===== src/rtl/game_event_fifo.sv =====
// Hit-event FIFO with frame timestamps and player scores for the tank game.
// Avalon-MM slave: STATUS, DATA (pop), SCORES, CONTROL; irq while events are queued.
module game_event_fifo #(
    parameter int DEPTH   = 16,
    parameter int FRAME_W = 16
) (
    input  logic        Clk,
    input  logic        Reset,
    input  logic        vsync,
    input  logic        player_1_hit,
    input  logic        player_2_hit,
    input  logic        avs_chipselect,
    input  logic [1:0]  avs_address,
    input  logic        avs_read,
    input  logic        avs_write,
    input  logic [31:0] avs_writedata,
    output logic [31:0] avs_readdata,
    output logic        irq
);
    localparam int AW = $clog2(DEPTH);
    localparam int CW = AW + 1;

    // [0],[1] synchroniser stages, [2] previous value for edge detect
    logic [2:0] vs_sh, p1_sh, p2_sh;
    logic vs_rise, p1_rise, p2_rise, hit_any;

    logic [17:0]        mem [DEPTH];
    logic [AW-1:0]      wp, rp;
    logic [CW-1:0]      count, count_next;
    logic               overflow;
    logic [FRAME_W-1:0] frame;
    logic [7:0]         p1_score, p2_score;

    logic rd, ctrl_wr, clr_scores, clr_ovf, flush;
    logic empty, full, pop, push_req, push, ovf_set;
    logic unused_wdata;

    assign vs_rise = vs_sh[1] & ~vs_sh[2];
    assign p1_rise = p1_sh[1] & ~p1_sh[2];
    assign p2_rise = p2_sh[1] & ~p2_sh[2];
    assign hit_any = p1_rise | p2_rise;

    assign rd         = avs_chipselect & avs_read;
    assign ctrl_wr    = avs_chipselect & avs_write & (avs_address == 2'd3);
    assign clr_scores = ctrl_wr & avs_writedata[0];
    assign clr_ovf    = ctrl_wr & avs_writedata[1];
    assign flush      = ctrl_wr & avs_writedata[2];
    assign unused_wdata = ^avs_writedata[31:3];

    assign empty    = (count == '0);
    assign full     = (count == CW'(DEPTH));
    assign pop      = rd & (avs_address == 2'd1) & ~empty;
    assign push_req = hit_any & ~flush;
    // a same-cycle pop frees the slot, so a full FIFO still accepts
    assign push     = push_req & (~full | pop);
    assign ovf_set  = push_req & full & ~pop;

    always_comb begin
        count_next = count;
        unique case ({push, pop})
            2'b10:   count_next = count + CW'(1);
            2'b01:   count_next = count - CW'(1);
            default: count_next = count;
        endcase
    end

    always_ff @(posedge Clk or posedge Reset) begin
        if (Reset) begin
            vs_sh <= '0;
            p1_sh <= '0;
            p2_sh <= '0;
        end else begin
            vs_sh <= {vs_sh[1:0], vsync};
            p1_sh <= {p1_sh[1:0], player_1_hit};
            p2_sh <= {p2_sh[1:0], player_2_hit};
        end
    end

    always_ff @(posedge Clk) begin
        if (push)
            mem[wp] <= {p2_rise, p1_rise, 16'(frame)};
    end

    always_ff @(posedge Clk or posedge Reset) begin
        if (Reset) begin
            wp    <= '0;
            rp    <= '0;
            count <= '0;
        end else if (flush) begin
            wp    <= '0;
            rp    <= '0;
            count <= '0;
        end else begin
            if (push) wp <= wp + AW'(1);
            if (pop)  rp <= rp + AW'(1);
            count <= count_next;
        end
    end

    always_ff @(posedge Clk or posedge Reset) begin
        if (Reset) begin
            overflow <= 1'b0;
            frame    <= '0;
            irq      <= 1'b0;
        end else begin
            if (ovf_set)      overflow <= 1'b1;
            else if (clr_ovf) overflow <= 1'b0;
            if (vs_rise)
                frame <= frame + FRAME_W'(1);
            irq <= ~empty;
        end
    end

    // P1 being hit scores for P2 and vice versa; clear beats a same-cycle hit
    always_ff @(posedge Clk or posedge Reset) begin
        if (Reset) begin
            p1_score <= '0;
            p2_score <= '0;
        end else if (clr_scores) begin
            p1_score <= '0;
            p2_score <= '0;
        end else begin
            if (p2_rise && p1_score != 8'hFF)
                p1_score <= p1_score + 8'd1;
            if (p1_rise && p2_score != 8'hFF)
                p2_score <= p2_score + 8'd1;
        end
    end

    always_ff @(posedge Clk or posedge Reset) begin
        if (Reset) begin
            avs_readdata <= '0;
        end else if (rd) begin
            unique case (avs_address)
                2'd0: avs_readdata <= {21'd0, overflow, full, empty, 8'(count)};
                2'd1: avs_readdata <= empty ? 32'd0 : {14'd0, mem[rp]};
                2'd2: avs_readdata <= {16'd0, p2_score, p1_score};
                2'd3: avs_readdata <= 32'd0;
            endcase
        end
    end
endmodule


===== config.mk =====
export PLATFORM = sky130hd
export DESIGN_NAME = game_event_fifo
export DESIGN_NICKNAME = d
export VERILOG_FILES = /design/src/rtl/game_event_fifo.sv
export SDC_FILE = /design/constraint.sdc
export NUM_CORES = 1
export LEC_CHECK = 0
export CAP_MARGIN = 20
export CORE_MARGIN = 2
export CORE_UTILIZATION = 60
export DETAILED_ROUTE_END_ITERATION = 8
export PLACE_DENSITY_LB_ADDON = 0.25
export RECOVER_POWER = 50
export SLEW_MARGIN = 40
export SYNTH_ARGS = -nofsm -noshare
export SYNTH_HDL_FRONTEND = slang
export SYNTH_SLANG_ARGS = --single-unit

===== constraint.sdc =====
create_clock -name Clk -period 4.8 [get_ports Clk]
set_clock_uncertainty 0.05 [all_clocks]
set_input_delay 0.96 -clock Clk [delete_from_list [all_inputs] [get_ports Clk]]
set_output_delay 0.96 -clock Clk [all_outputs]
set_load 0.03 [all_outputs]

==> results of run 1 <==
stage by stage:
| step | instance area [sq um] | hold WS [ps] |
|---|---|---|
| global placement | 15300 | 283 |
| finish | 16500 | 301 |
| detailed placement | 15400 | 288 |
| global route | 16500 | 318 |
| CTS | 16500 | 308 |
| floorplan | 14600 | 281 |
metal layers:
layer  global-route usage (%)  vias to the layer above  routed length (microns)
li1                         -                     3332                        -
met1                     35.0                     4074                    12100
met2                     42.0                      375                    15700
met3                     4.38                       49                     2500
met4                     8.10                        0                      752
met5                        0                        -                        0
cell usage after synthesis (2+ instances only):
cell      count  area [sq um]
buf_1         4          15.0
o21ai_0      17          85.1
and2_1        4          25.0
nor2_1       47           176
buf_4        18           135
nand2b_1      3          18.8
clkbuf_1     20          75.1
buf_2         7          35.0
nor3_1        3          15.0
mux4_2       72          1620
o21a_1        2          15.0
ha_1         11           138
edfxtp_1    288          8650
xnor2_1      24           210
a221o_1       2          20.0
a22oi_1      13          97.6
a22o_1        2          17.5
mux2i_1       9          90.1
nor2b_1       8          50.1
a31oi_1       3          18.8
or3_1         2          12.5
and4_1        4          35.0
xor2_1       10          87.6
mux2_1        4          45.0
nand4_1       8          50.1
o21ai_1       5          25.0
a211oi_1      2          15.0
nand3_1      24           120
inv_1        19          71.3
mux2_2        7          78.8
dfrtp_1      74          1850
and3_1       13          81.3
nor4_1        5          31.3
a21oi_1       9          45.0
nand2_1      52           195
a221oi_1     14           123
layout make-up:
class,instances,area share [%]
Clock inverter,21,1.46
Inverter,19,0.439
Timing Repair Buffer,65,3.60
Multi-Input combinational cell,406,22.8
Sequential cell,362,63.6
Clock buffer,44,5.69
Tap cell,319,2.41
power by group through the flow:
stage	combinational [uW]	clock [uW]	sequential, uW
final	2120	2780	4320
after floorplan	1470	0	4240
after global placement	1880	0	4430
after detailed placement	2100	0	4370
after global routing	2280	2940	4380
after CTS	2130	2820	4310
cell families (layout without fill, tap and decap cells):
family,after synthesis,after routing
AND/OR/NAND/NOR,179,179
XOR/XNOR,34,34
adder cells (fa/ha/maj),12,12
multiplexers,92,92
other,1,14
buffers and inverters,69,149
AO/OA/AOI/OAI,75,75
flip-flops,362,362
path summary, 6_finish.rpt:
path	start	end	slack, ps	cells past startpoint
setup / recovery	avs_address[0]	mem[8][4]	1260	7
hold reg to reg	vs_sh[0]	vs_sh[1]	300	0
max in group asynchronous	Reset	vs_sh[2]	1360	3
hold / removal	vs_sh[0]	vs_sh[1]	300	0
min in group asynchronous	Reset	avs_readdata[0]	1530	2
setup reg to reg	p2_sh[1]	mem[8][4]	1410	7
registers in the layout (all words and copies together) (netlist names):
signal and cells:
frame 16, count 5, p2_score 8, mem 288, rp 4, avs_readdata 18
p2_sh 3, wp 4, vs_sh 3, overflow 1, p1_score 8, irq 1
p1_sh 3
==> flow_metrics.py, run 1 <==
metrics = {
    "die": {
        "die_w_microns": 160,
        "initial_utilization_pct": 61.5,
        "core_area_sq_mm": 0.0236,
        "ios": 75,
        "die_area_sq_mm": 0.0255,
        "rows": 56,
        "die_h_microns": 160,
    },
    "clock_tree": {
        "cts-root-buf": "clkbuf_16",
        "clkLatencyLatePin_ps": 530,
        "holdBufCountCts": 0,
        "htreeDepth": 2,
        "post_cts_buffers": 0,
        "cts.sinks": 362,
        "clk_pin_slew_ps": 60,
        "clk_path_buf_depth": 3,
        "cts_made_buffers": 36,
        "post_cts_resized": 0,
        "cts_tree": "yes",
    },
    "yosys": {
        "synthSimpleGateAreaFrac_pct": 5.96,
        "ys.flop_type": "edfxtp_1",
        "yosysWarningCount": 0,
        "synth_enable_flop_cells": 288,
        "synthXorXnorAreaFrac_pct": 2.05,
        "synth_cell_types": 51,
        "syn_area_per_cell_sq_um": 17.6,
        "synth-compound-area-share_pct": 3.58,
        "muxShareOfSynthArea_pct": 12.6,
        "ys_seq_area_share_pct": 72.3,
        "synth.ff_latch_count": 362,
        "netlist_area_sq_mm": 0.0145,
        "synth-adder-area-share_pct": 1.09,
        "synth_top_family_by_area": "multiplexers",
        "ys_async_sr_fraction_pct": 20.4,
        "synth_cells": 824,
    },
    "power_and_ir_drop": {
        "p_sw_share_pct": 29.7,
        "combPwrFrac_pct": 23.0,
        "pwr-share-clk_pct": 30.1,
        "p_int_uw": 6480,
        "totalPowerFinal_uw": 9210,
        "p_per_area_mw_per_mm2": 557,
        "power_frac_seq_pct": 46.9,
        "ir_drop_uv": 274,
        "p_leak_uw": 0.00591,
        "power_switching_uw": 2740,
    },
    "critical_path": {
        "crit_path_max_fanout": 11,
        "endpoint_kind": "flip-flop",
        "crit_family": "simple AND/OR/NAND/NOR gates",
        "cp-start-kind": "primary input",
        "slowest_delay_ps": 660,
        "arrival_ps": 3690,
        "worstPathCellList": "clkdlybuf4s50_1 > and4b_1 > nand3b_1 > nand3_1 > nor2_1 > and3_1 > buf_4",
        "path_class": "primary input to flip-flop",
        "cp_slowest_cell": "clkdlybuf4s50_1",
        "required_ps": 4960,
        "path_buf_inv": 2,
    },
    "timing": {
        "slew_viol_final": 57,
        "relSlewSlack_pct": -67.3,
        "rsz0062_at_grt": "no",
        "fin_setup_tns_ps": 0,
        "max_freq_ghz": 0.283,
        "layout_min_cycle_time_ps": 3540,
        "tightest_slew_ps": 2500,
        "hold_violations": 0,
        "finalCritPeriodShare_pct": 73.7,
        "setup_ws_ps": 1260,
        "setup_violations": 0,
    },
    "final_layout": {
        "final_cell_mix": "edfxtp_1 (288), mux4_2 (72), dfrtp_1 (71)",
        "antenna-diode-count": 0,
        "utilization_pct": 70.0,
        "synthToLayoutAreaGrowth_pct": 13.8,
        "final_cells": 1236,
        "final_common_cell": "edfxtp_1",
        "multi_input_area_sq_mm": 0.00378,
        "final_layout_size_suffix_gt1_share_pct": 20.1,
        "regArea_sq_mm": 0.0105,
        "nFillCells": 1402,
        "nets": 944,
    },
    "place": {
        "preCtsSetupSlack_ps": 826,
        "port_buffers": 31,
        "gp_congestion": 0.848,
        "hpwl_microns": 19300,
        "place_inst": 1171,
    },
    "grt": {
        "grt_pass1_vias": 8168,
        "grt-ovfl-total": 0,
        "grt_max_degree": 57,
        "grt_usage_pct": 25.4,
        "grt_pass1_wl_microns": 48500,
        "antenna_found_initial": 1,
    },
    "flow_run": {
        "maxCapViolCount": 1,
    },
    "status": {
        "outcome": "finished, violations left",
        "violations": "max-capacitance violations, max-slew violations",
    },
    "drt": {
        "drt_first_iter_violations": 892,
        "vias_per_cell": 6.33,
        "dr_total_vias": 7830,
        "route.detailed.drc": 0,
        "wl_per_cell_microns": 25.1,
        "wl_microns": 31000,
        "ant_nets": 0,
        "dr.pass1.iters": 5,
    },
    "hold_path": {
        "worstHoldPathType": "flip-flop to flip-flop",
    },
}
No activity file was read; power rests on OpenSTA's default activity.
==> run 2, diff against run 1 <==
clock period = 3.4 ns   (was 4.8 ns; I/O delays follow)
==> run 2 against run 1 <==
Effect of this change: the run still ends with max-capacitance violations, max-slew violations left; via count is 0.36% lower; critical path depth is 4 higher; die area stayed put; cell area is 0.72% higher; combinational power is 42% higher; non-clock buffer count is 11 higher; highest routed layer unchanged; sequential power is 42% higher; hold slack hardly changed; first-iteration DRC count is 1.5% lower; count of clock-buffer cells in the layout is 5 higher; wire length is 1.8% higher; sequential share of layout area is 0.46 points lower.
==> flow_metrics.py, run 2 (synthesis results as in run 1) <==
metrics = {
    "die": {
        "initial_utilization_pct": 61.5,
        "rows": 56,
        "core_area_sq_mm": 0.0236,
        "die_h_microns": 160,
        "die_area_sq_mm": 0.0255,
        "die_w_microns": 160,
        "ios": 75,
    },
    "drt": {
        "wl_per_cell_microns": 25.3,
        "vias_per_cell": 6.25,
        "drt_first_iter_violations": 879,
        "dr.pass1.iters": 5,
        "wl_microns": 31600,
        "dr_total_vias": 7802,
        "route.detailed.drc": 0,
        "ant_nets": 0,
    },
    "power_and_ir_drop": {
        "p_per_area_mw_per_mm2": 776,
        "ir_drop_uv": 400,
        "totalPowerFinal_uw": 12900,
        "p_leak_uw": 0.00597,
    },
    "timing": {
        "rsz0062_at_grt": "no",
        "max_freq_ghz": 0.355,
        "fin_hold_ws_ps": 301,
        "layout_min_cycle_time_ps": 2820,
        "fin_setup_tns_ps": 0,
        "setup_violations": 0,
        "tightest_slew_ps": 2160,
        "hold_violations": 0,
        "slew_viol_final": 41,
        "finalCritPeriodShare_pct": 82.9,
        "relSlewSlack_pct": -45.0,
    },
    "critical_path": {
        "reg2reg_depth": 10,
        "reg2reg_to": "count[3]",
        "cp_slowest_cell": "clkdlybuf4s50_1",
        "worstPathCellList": "clkdlybuf4s50_1 > and4b_1 > o21ai_4 > or2_4 > inv_1 > ha_1 > a21o_1 > a21oi_1 > xor2_1 > nor2_1 > mux2_1",
        "crit_family": "simple AND/OR/NAND/NOR gates",
        "arrival_ps": 3150,
        "cp-start-kind": "primary input",
        "r2r_start": "count[0]",
        "path_class": "primary input to flip-flop",
        "required_ps": 3730,
        "endpoint_kind": "flip-flop",
        "crit_path_max_fanout": 4,
        "path_buf_inv": 2,
        "slowest_delay_ps": 510,
        "r2r_slack_ps": 610,
    },
    "clock_tree": {
        "clk_path_buf_depth": 3,
        "clk_pin_slew_ps": 60,
        "cts_made_buffers": 37,
        "htreeDepth": 2,
        "cts_tree": "yes",
        "post_cts_buffers": 0,
        "cts-root-buf": "clkbuf_16",
        "holdBufCountCts": 0,
        "post_cts_resized": 0,
        "cts.sinks": 362,
        "clkLatencyLatePin_ps": 520,
    },
    "flow_run": {
        "maxCapViolCount": 1,
    },
    "final_layout": {
        "final_layout_size_suffix_gt1_share_pct": 20.3,
        "synthToLayoutAreaGrowth_pct": 14.7,
        "regArea_sq_mm": 0.0105,
        "nets": 956,
        "top_regs": "mem (288), avs_readdata (18), frame (16)",
        "final_common_cell": "edfxtp_1",
        "multi_input_area_sq_mm": 0.00376,
        "final_cell_mix": "edfxtp_1 (288), mux4_2 (72), dfrtp_1 (72)",
        "nFillCells": 1432,
        "top_register": "mem",
        "largest_register_ffs": 288,
        "antenna-diode-count": 0,
    },
    "hold_path": {
        "whs_endpoint": "vs_sh[1]",
        "worstHoldPathType": "flip-flop to flip-flop",
        "holdPathStages": 0,
        "hp-start": "vs_sh[0]",
    },
    "status": {
        "outcome": "finished, violations left",
        "violations": "max-capacitance violations, max-slew violations",
    },
    "place": {
        "hpwl_microns": 19400,
        "gp_congestion": 0.841,
        "port_buffers": 31,
    },
    "grt": {
        "grt_pass1_wl_microns": 48600,
        "grt_usage_pct": 25.5,
        "grt-ovfl-total": 0,
        "grt_pass1_vias": 8110,
        "antenna_found_initial": 0,
        "grt_max_degree": 41,
    },
}
## run 2: cell types whose count changed in the layout (fill, tap and decap cells not counted), moves of 2 or more
| cell | previous run | this run |
|---|---|---|
| buf_4 | 29 | 33 |
| nor2b_2 | 2 | 0 |
| clkbuf_16 | 36 | 38 |
| buf_12 | 3 | 11 |
| clkinv_1 | 5 | 7 |
| clkinv_8 | 3 | 1 |
| bufinv_16 | 4 | 1 |
| nor2b_1 | 6 | 8 |
## run 2: worst max path at each step
| stage | from | to | slack [ps] | cells after the start |
|---|---|---|---|---|
| 2_1_floorplan | avs_address[0] | mem[0][0] | -330 | 5 |
| 3_3_place_gp | avs_chipselect | count[3] | 190 | 11 |
| 3_5_place_dp | avs_chipselect | count[3] | 120 | 11 |
| 4_1_cts | count[0] | count[3] | 620 | 10 |
| 5_1_grt | avs_chipselect | count[3] | 490 | 11 |
| 6_report | avs_chipselect | count[3] | 580 | 11 |
## run 2: per-stage QoR
stage / instances / setup WS (ps) / instance area, sq um / util [%]
3_3_place_gp: 1182 / 188 / 15500 / 65.8
4_1_cts: 1248 / 625 / 16700 / 70.5
2_1_floorplan: 837 / -330 / 14600 / -
6_report: 1248 / 582 / 16700 / 70.5
3_5_place_dp: 1182 / 123 / 15500 / 65.8
5_1_grt: 1248 / 490 / 16700 / 70.5
## run 2: metal layers
| layer | GRT usage (%) | up-vias | share of wire [%] |
|---|---|---|---|
| li1 | - | 3347 | - |
| met1 | 34.8 | 4017 | 39 |
| met2 | 43.1 | 362 | 50 |
| met3 | 4.19 | 76 | 7.8 |
| met4 | 7.64 | 0 | 2.9 |
| met5 | 0 | - | 0 |
## run 2: cell type report
cell class,count,share of cell area (%)
Timing Repair Buffer,76,4.70
Sequential cell,362,63.1
Clock inverter,17,0.691
Tap cell,319,2.40
Clock buffer,49,6.08
Inverter,19,0.436
Multi-Input combinational cell,406,22.6
## run 2: where the power goes
part           total (uW)  internal [uW]  switching (uW)
Combinational        3020           1420            1600
Sequential           6140           5470             670
Clock                3760           2170            1590
Total               12900           9060            3850
==> run 3, diff against run 2 <==
CORE_UTILIZATION = 54   (was 60)
clock period = 2.55 ns   (was 3.4 ns; I/O delays follow)
==> run 3 against run 2 <==
Effect of this change: the flow now finishes without violations; register-to-register slack worse by 610 ps; hold slack better by 1.1 ps; via count up 1.2%; wire length down 0.26%; global-route usage down 2.4 points; non-clock buffer count up 44; critical path depth down 1; clock power up 35%; sequential power up 28%; critical path type is now flip-flop to flip-flop.
==> flow_metrics.py, run 3 (synthesis results as in run 1) <==
metrics = {
    "status": {
        "outcome": "finished, final reports clean",
    },
    "timing": {
        "slew_viol_final": 0,
        "rsz0062_at_grt": "yes",
        "layout_min_cycle_time_ps": 2550,
        "setup_violations": 0,
        "max_freq_ghz": 0.392,
        "setup_ws_ps": 1.51,
        "finalCritPeriodShare_pct": 99.9,
        "tightest_slew_ps": 853,
        "hold_violations": 0,
        "fin_setup_tns_ps": 0,
        "relSlewSlack_pct": 43.1,
    },
    "grt": {
        "grt_usage_pct": 23.1,
        "grt-ovfl-total": 0,
        "grt_max_degree": 75,
        "antenna_found_initial": 1,
        "grt_pass1_vias": 8272,
        "grt_pass1_wl_microns": 48800,
    },
    "die": {
        "die_w_microns": 168,
        "rows": 60,
        "die_area_sq_mm": 0.0282,
        "core_area_sq_mm": 0.0267,
        "initial_utilization_pct": 54.5,
        "die_h_microns": 168,
        "ios": 75,
    },
    "drt": {
        "ant_nets": 0,
        "wl_per_cell_microns": 23.9,
        "wl_microns": 31500,
        "dr.pass1.iters": 5,
        "vias_per_cell": 6.00,
        "route.detailed.drc": 0,
        "dr_total_vias": 7899,
        "drt_first_iter_violations": 710,
    },
    "final_layout": {
        "final_cells": 1317,
        "multi_input_area_sq_mm": 0.00385,
        "top_register": "mem",
        "nFillCells": 1799,
        "final_cell_mix": "edfxtp_1 (288), mux4_2 (72), dfrtp_1 (72), buf_4 (72), nand2_1 (52)",
        "regArea_sq_mm": 0.0105,
        "final_common_cell": "edfxtp_1",
        "final_layout_size_suffix_gt1_share_pct": 24.7,
        "synthToLayoutAreaGrowth_pct": 17.6,
        "top_regs": "mem (288), avs_readdata (18), frame (16)",
        "largest_register_ffs": 288,
        "nets": 1001,
    },
    "critical_path": {
        "path_class": "flip-flop to flip-flop",
        "r2r_slack_ps": 2,
        "required_ps": 2900,
        "endpoint_kind": "flip-flop",
        "crit_path_max_fanout": 3,
        "arrival_ps": 2900,
        "cp-start-kind": "flip-flop",
    },
    "clock_tree": {
        "clk_path_buf_depth": 3,
        "cts_tree": "yes",
        "htreeDepth": 2,
        "cts.sinks": 362,
        "clkLatencyLatePin_ps": 520,
        "clk_pin_slew_ps": 60,
        "cts_made_buffers": 38,
        "cts-root-buf": "clkbuf_16",
    },
    "power_and_ir_drop": {
        "ir_drop_uv": 428,
        "p_leak_uw": 0.00620,
        "p_per_area_mw_per_mm2": 1030,
    },
    "flow_run": {
        "maxCapViolCount": 0,
    },
    "place": {
        "place_inst": 1245,
        "gp_congestion": 0.827,
        "preCtsSetupSlack_ps": -374,
        "hpwl_microns": 20000,
        "port_buffers": 31,
    },
    "hold_path": {
        "worstHoldPathType": "flip-flop to flip-flop",
    },
}
-- run 3: cell types whose count changed in the layout (fill, tap and decap cells not counted), moves of 2 or more --
cell      before  now
clkinv_2       7   11
nor4_2         4    1
inv_6          0    2
clkbuf_1       9   11
clkinv_1       7   10
nor4_4         0    4
buf_4         33   72
clkbuf_8       2    0
-- run 3: cell type report --
| type | instances | share of cell area (%) |
|---|---|---|
| flip-flops and latches | 362 | 61.5 |
| well taps | 341 | 2.50 |
| repair buffers | 120 | 6.40 |
| clock buffers | 44 | 5.82 |
| multi-input cells | 406 | 22.5 |
| clock inverters | 24 | 0.820 |
| inverters | 19 | 0.425 |
| diodes | 1 | 0.0146 |
-- run 3: worst max-delay path, stage by stage, from the launching register on --
cell and delay (ps):
dfrtp_1 380, or4_4 580, o21ai_4 150, or2_4 150, inv_2 50, ha_1 260
a21o_1 160, a21oi_2 160, xor2_1 170, nor2_1 60, mux2_4 250
-- run 3: stage by stage --
stage,util (%),total power [uW],hold WS [ps],area (sq um)
5_1_grt,64.1,18300,317,17100
3_5_place_dp,59.7,12500,292,15900
6_report,64.1,17500,302,17100
2_1_floorplan,-,10800,281,14600
4_1_cts,64.0,17700,305,17100
3_3_place_gp,59.7,12400,288,15900
-- run 3: timing repair --
item                       in CTS  in global routing
cloned                          0                  0
setup endpoints to repair       1                118
gates resized for setup         4                  6
pin swaps                       1                  8
buffers inserted                0                  3
hold buffers                    0                  0
-- run 3: per-layer routing --
metal	global-route usage, %	vias to the layer above	routed length (microns)
li1	-	3440	-
met1	30.7	4074	12400
met2	38.8	326	15900
met3	4.75	59	2390
met4	7.56	0	802
met5	0	-	0
-- run 3: where the power goes --
part | switching [uW] | total (uW) | internal (uW)
Combinational | 2490 | 4620 | 2130
Clock | 2170 | 5060 | 2890
Sequential | 574 | 7870 | 7300
-- run 3: worst paths after layout --
kind	startpoint	end	depth (start not counted)
setup / recovery	count[3]	count[3]	10
hold / removal	vs_sh[0]	vs_sh[1]	0
setup reg to reg	count[3]	count[3]	10
hold reg to reg	vs_sh[0]	vs_sh[1]	0
max in group asynchronous	Reset	rp[0]	3
min in group asynchronous	Reset	avs_readdata[14]	3
